`src/rtl/mult_pkg.sv`:
```
// Shared types for the sequential shift-add multiplier.
package mult_pkg;

    typedef enum logic [1:0] {
        IDLE = 2'd0,
        RUN  = 2'd1,
        DONE = 2'd2
    } mult_state_t;

endpackage

```
`src/rtl/mult_seq_mux2.sv`:
```
// Two-input word multiplexer used as the addend select of mult_seq.
module mux2 #(
    parameter int unsigned WIDTH = 16
) (
    input  logic             sel,
    input  logic [WIDTH-1:0] d0,
    input  logic [WIDTH-1:0] d1,
    output logic [WIDTH-1:0] y
);

    always_comb begin
        y = sel ? d1 : d0;
    end

endmodule

```
`src/rtl/mult_seq.sv`:
```
// Sequential unsigned shift-add multiplier: one adder reused over WIDTH iterations.
// Optional MULT_EARLY_EXIT_EN: finish as soon as the remaining multiplier bits are zero.
module mult_seq
    import mult_pkg::*;
#(
    parameter int unsigned WIDTH = 8
) (
    input  logic               clk,
    input  logic               reset_n,
    input  logic               start,
    input  logic [WIDTH-1:0]   a,
    input  logic [WIDTH-1:0]   b,
    output logic               busy,
    output logic               done,
    output logic [2*WIDTH-1:0] product
);

    localparam int unsigned      CW   = $clog2(WIDTH);
    localparam logic [CW-1:0]    LAST = CW'(WIDTH - 1);

    mult_state_t          r_state;
    mult_state_t          w_next;
    logic [2*WIDTH-1:0]   r_acc;
    logic [2*WIDTH-1:0]   r_mcand;
    logic [WIDTH-1:0]     r_mplier;
    logic [CW-1:0]        r_cnt;
    logic                 r_busy;
    logic                 r_done;
    logic [2*WIDTH-1:0]   w_addend;
    logic [2*WIDTH-1:0]   w_zero;
    logic                 w_step;

    assign w_zero = '0;

    mux2 #(
        .WIDTH (2 * WIDTH)
    ) u_addend_mux (
        .sel (r_mplier[0]),
        .d0  (w_zero),
        .d1  (r_mcand),
        .y   (w_addend)
    );

    // An iteration (add + shift + count) happens on every RUN edge, except the
    // early-exit edge that only retires the operation.
    always_comb begin
        w_step = (r_state == RUN);
`ifdef MULT_EARLY_EXIT_EN
        if (r_mplier == '0) begin
            w_step = 1'b0;
        end
`endif
    end

    always_comb begin
        w_next = r_state;
        case (r_state)
            IDLE: begin
                if (start) begin
                    w_next = RUN;
                end
            end
            RUN: begin
                if (r_cnt == LAST) begin
                    w_next = DONE;
                end
`ifdef MULT_EARLY_EXIT_EN
                if (r_mplier == '0) begin
                    w_next = DONE;
                end
`endif
            end
            DONE: begin
                w_next = IDLE;
            end
            default: begin
                w_next = IDLE;
            end
        endcase
    end

    always_ff @(posedge clk or negedge reset_n) begin
        if (!reset_n) begin
            r_state  <= IDLE;
            r_acc    <= '0;
            r_mcand  <= '0;
            r_mplier <= '0;
            r_cnt    <= '0;
            r_busy   <= 1'b0;
            r_done   <= 1'b0;
        end else begin
            r_state <= w_next;
            r_busy  <= (w_next != IDLE);
            r_done  <= (w_next == DONE);
            if (r_state == IDLE && start) begin
                r_acc    <= '0;
                r_mcand  <= {{WIDTH{1'b0}}, a};
                r_mplier <= b;
                r_cnt    <= '0;
            end else if (w_step) begin
                r_acc    <= r_acc + w_addend;
                r_mcand  <= {r_mcand[2*WIDTH-2:0], 1'b0};
                r_mplier <= {1'b0, r_mplier[WIDTH-1:1]};
                r_cnt    <= r_cnt + 1'b1;
            end
        end
    end

    assign busy    = r_busy;
    assign done    = r_done;
    assign product = r_acc;

endmodule

```
`config.mk`:
```
export PLATFORM = sky130hd
export DESIGN_NAME = mult_seq
export DESIGN_NICKNAME = d
export VERILOG_FILES = /design/src/rtl/mult_pkg.sv /design/src/rtl/mult_seq_mux2.sv /design/src/rtl/mult_seq.sv
export SDC_FILE = /design/constraint.sdc
export NUM_CORES = 1
export LEC_CHECK = 0
export CORE_MARGIN = 10
export CORE_UTILIZATION = 50
export CTS_BUF_LIST = sky130_fd_sc_hd__clkbuf_16
export DETAILED_ROUTE_END_ITERATION = 16
export PLACE_DENSITY = 0.77
export SLEW_MARGIN = 40
export SYNTH_ARGS = -nofsm -noshare
export SYNTH_HDL_FRONTEND = slang
export SYNTH_SLANG_ARGS = --single-unit
```
`constraint.sdc`:
```
create_clock -name clk -period 3.33 [get_ports clk]
set_clock_uncertainty 0.2 [all_clocks]
set_input_delay 0.333 -clock clk [delete_from_list [all_inputs] [get_ports clk]]
set_output_delay 0.333 -clock clk [all_outputs]
set_load 0.01 [all_outputs]
```
==> Word level (Yosys, flattened, before mapping) <==
Index checks and enable logic that the tools add are counted.
{ "totals": {"input_bits": 19, "output_inout_bits": 18, "word_cells": 28, "reg_bits": 47} }
{ "classes": {"n_reduce_logical": 4, "n_mux": 12, "n_eq_ne": 3, "add_sub_neg": 2} }
{ "ops": {"columns": ["cell", "n"], "rows": [
  ["$mux 16", 5],
  ["$add 16x16->16", 1],
  ["$mux 8", 2],
  ["$mux 3", 2],
  ["$mux 2", 2],
  ["$pmux 2 s2", 1],
  ["$reduce_bool 2->1", 2],
  ["$add 3x1->3 const B", 1],
  ["$eq 3x3->1 const B", 1],
  ["$eq 2x1->1 const B", 1],
  ["$eq 2x2->1 const B", 1],
  ["$logic_not 2->1", 1],
  ["$logic_and 1x1->1", 1]
]} }

==> Logic depth before layout (Yosys ltp) <==
{ "depth": {"word_depth": 4, "ltp_mapped": 10, "mapped_depth_nobuf": 10} }

==> By module <==
From an unflattened synthesis, not the netlist that was laid out.
{ "hier_totals": {"hier_cells": 302, "area_unflattened_um2": 2972.9} }
{ "by_module_without_submodules": {"columns": ["mod", "area_each_um2", "seq_area_each_um2", "cells_per_inst", "n_inst"], "rows": [
  ["mult_seq", 2723.9, 1176.1, 284, 1],
  ["mux2", 249.0, 0.0, 18, 1]
]} }

==> Worst setup path after synthesis <==
Ideal clock, no wire load.
{ "synth_timing": {"path_type": "register -> register", "startpoint": "reg r_mplier[0]", "endpoint": "reg r_acc[7] (netlist: product[7])", "setup_ns": 0.122, "t_arrival_ns": 2.081, "path_buffers": 1, "path_slack_ns": 0.928, "period_less_slack_ns": 2.402, "path_stages_with_launch": 11, "required_time_ns": 3.008, "cell_sequence": "dfrtp_1 clkbuf_1 nand2_1 inv_1 ha_1 a21o_1 nand4_1 a21boi_2 o21a_1 or3_1 a32o_1"} }
{ "synth_via": {"elab_chain_len": 4} }
{ "synth_rtl": {"columns": ["element", "line_no", "text"], "rows": [
  ["from (decl)", "mult_seq.sv:25", "logic [WIDTH-1:0] r_mplier;"],
  ["from (signal assigned)", "mult_seq.sv:103", "r_mplier <= {1'b0, r_mplier[WIDTH-1:1]};"],
  ["$mux 16", "mult_seq_mux2.sv:12", "y = sel ? d1 : d0;"],
  ["$add 16x16->16", "mult_seq.sv:101", "r_acc <= r_acc + w_addend;"],
  ["$mux 16", "mult_seq.sv:100", "end else if (w_step) begin"],
  ["$mux 16", "mult_seq.sv:95", "if (r_state == IDLE && start) begin"],
  ["to (signal assigned)", "mult_seq.sv:101", null],
  ["to (decl)", "mult_seq.sv:23", "logic [2*WIDTH-1:0] r_acc;"]
]} }
No other way between the ends. The select of a mux whose other input is x is not followed.
A chain may end at the register's enable or synchronous reset.

==> Worst setup path after layout <==
{ "layout_timing": {"startpoint": "reg r_mplier[0]", "endpoint": "reg r_acc[14] (netlist: product[14])"} }
Same word-level chain as after synthesis.

==> impl_metrics.toml <==
[sta]
fmax_mhz = 366.6
fin_ws_ps = 602.5
finalSetupViolCount = 0
period_share_pct = 81.91
slew_violations = 0
final.setup.tns_ps = 0
hold_viol = 0
relSlewSlack_pct = 54.33
period_needed_ps = 2727
rsz0062_at_grt = "false"
tightestPinTransition_ps = 685.1

[cts]
cts_buffer_depth = 2
clk-insertion-delay-late_ps = 290
cts.clk_slew.worst_paths_ps = 60
cts_tree = "built"
cts_root_buf = "clkbuf_16"
cts_sinks = 47
cts_buffers = 5
cts_setup_buffers = 0
htreeDepth = 2

[cells_and_area]
postLayoutCellArea_sq_um = 3362
fin_nets = 364
diodes = 0
drive_above_1_share_pct = 6.098
area_growth_pct = 22.41

[logic_synthesis]
syn_inst = 292
ys_seq_area_share_pct = 42.82
yosys_warnings = 0
syn-num-nets = 329
synth_cell_type_count = 42
synth-seq-cells = 47
async_flop_share_pct = 100.0
syn_area_per_cell_sq_um = 9.405
ys.flop_type = "dfrtp_1"
synth_edf_count = 0
synthesis.area_sq_um = 2746

[detailed_routing]
drc_errors = 0
num_vias = 2344
ant_nets = 0
first_iter_violations = 158
routedWlPerCell_microns = 15.97
via_per_inst = 5.889
wl_microns = 6356
dr.pass1.iters = 4

[power_and_ir_drop]
fin_total_pwr_mw = 2.730
cellLeakagePower_nw = 1.479
p_per_area_nw_per_um2 = 812.0
ir_drop_uv = 399.1

[grt]
grt.overflow.total = 0
grt_usage_pct = 15.01
first_global_vias = 2396
grt_first_pass_wirelength_microns = 11030
grt_max_degree = 48
antenna_found_initial = 0

[floorplan]
pin_count = 37
die_h_microns = 94.12
dieArea_sq_um = 8858
start_util_pct = 52.76
rows = 26
chipWidth_microns = 94.12
fp.coreArea_sq_um = 5205

[critical_path]
regToRegStartpoint = "r_mplier[0]"
path_max_fanout = 8
worstPathArrival_ps = 2700
reg2reg_to = "product[14]"
start_kind = "register"
end_kind = "register"
critPathKind = "register to register"
rrSetupSlack_ps = 600
cp.required_ps = 3300
r2r_cells = 10

[place]
place_area_sq_um = 3183
numPortBuffers = 36
dpl.hpwl_microns = 4544
place_congestion = 0.8983
dp_slack_ps = 613.8

[worst_hold_path]
whs_path_depth = 2
holdCritStartpoint = "r_mplier[7]"
hold_end = "r_mplier[7]"
hold_class = "register to register"

[run]
max_cap_viol_count = 0

[status]
status = "finished, final reports clean"
## layer usage
metal | GRT usage (%) | vias to the layer above | wire length, microns
met5 | 0 | - | 0
met4 | 4.430 | 0 | 78
met2 | 25.58 | 65 | 3015
met1 | 18.29 | 1133 | 2920
li1 | - | 1137 | -
met3 | 3.517 | 9 | 342
## worst max-delay path: stages (launching register included)
cell      delay, ps
dfrtp_1         460
and2_1          170
ha_1            150
inv_1            50
fa_1            370
nand2b_1        190
a21oi_1         250
o21ai_1         200
o211ai_1        280
mux2i_1         210
nand2_1          60
## synth_stat cells, drive strengths merged (5+ instances only)
library cell / instances / area [sq um]
clkbuf: 13 / 50.04
o21ai: 33 / 165.2
and2: 15 / 93.84
nor2: 11 / 41.29
nand2b: 5 / 31.28
nand2: 23 / 86.33
a21oi: 30 / 150.1
a22oi: 14 / 105.1
nor2b: 18 / 112.6
a22o: 11 / 96.34
dfrtp: 47 / 1176
ha: 17 / 212.7
inv: 5 / 18.77
## placed cells by master, fill, tap and decap left out, types with 3 or more instances in the layout
master           count
dfrtp_1             47
clkdlybuf4s50_1     35
o21ai_0             32
a21oi_1             30
nand2_1             23
nor2b_1             17
ha_1                17
and2_1              15
a22oi_1             14
nor2_1              11
a22o_1              11
buf_4                8
inv_1                5
nand2b_1             5
clkbuf_16            5
o21a_1               4
a21o_1               4
xor2_1               4
xnor2_1              4
a2111o_1             3
o211ai_1             3
nand4_1              3
## sequential cells by signal, summed over array words and instances (netlist names)
signal    cells
busy          1
done          1
product      16
r_cnt         3
r_mcand      16
r_mplier      8
r_state       2
## report_power, final
group / internal, mW / switching, mW
logic: 0.560 / 0.593
clock network: 0.354 / 0.216
registers: 0.797 / 0.211
## worst max path at each step
stage / from / to / slack, ps / cells past startpoint
detailed placement: r_mplier[0] / product[14] / 610 / 10
finish: r_mplier[0] / product[14] / 600 / 10
global route: r_mplier[0] / product[12] / 460 / 10
floorplan: r_mplier[0] / product[7] / 930 / 10
CTS: r_mplier[0] / product[14] / 600 / 10
global placement: r_mplier[0] / product[14] / 690 / 10
## cell families after synthesis
group,count (synthesis),share of synthesized area [%]
AOI/OAI and AO/OA,113,26.74
adders and majority gates,18,8.474
buffers and inverters,21,3.006
xor gates and xnor gates,8,2.551
muxes,1,0.3645
and+or+nand+nor,84,16.04
DFF,47,42.82
## layout make-up
type / count / area [sq um]
tap: 70 / 87.58
inverter: 5 / 18.77
sequential: 47 / 1176
clock inverter: 3 / 43.79
timing repair buffer: 44 / 420.4
fill: 434 / 1843
multi-input combinational: 224 / 1490
clock buffer: 5 / 125.1
## timing repair
item / 4_1_cts / 5_1_grt
hold buffers: 1 / 0
gates resized for setup: 0 / 0
endpoints found under the hold margin: 47 / 0
endpoints found under the setup margin: 0 / 0
## per-stage QoR
stage / std cells / hold WS, ps / utilization [%]
final: 398 / 309.9 / 64.59
after global routing: 398 / 330.2 / 64.59
after CTS: 398 / 313.8 / 64.59
after detailed placement: 389 / 187.6 / 61.15
after global placement: 389 / 290.0 / 61.11
after floorplan: 292 / -162.6 / -
No activity file was read; power rests on OpenSTA's default activity.
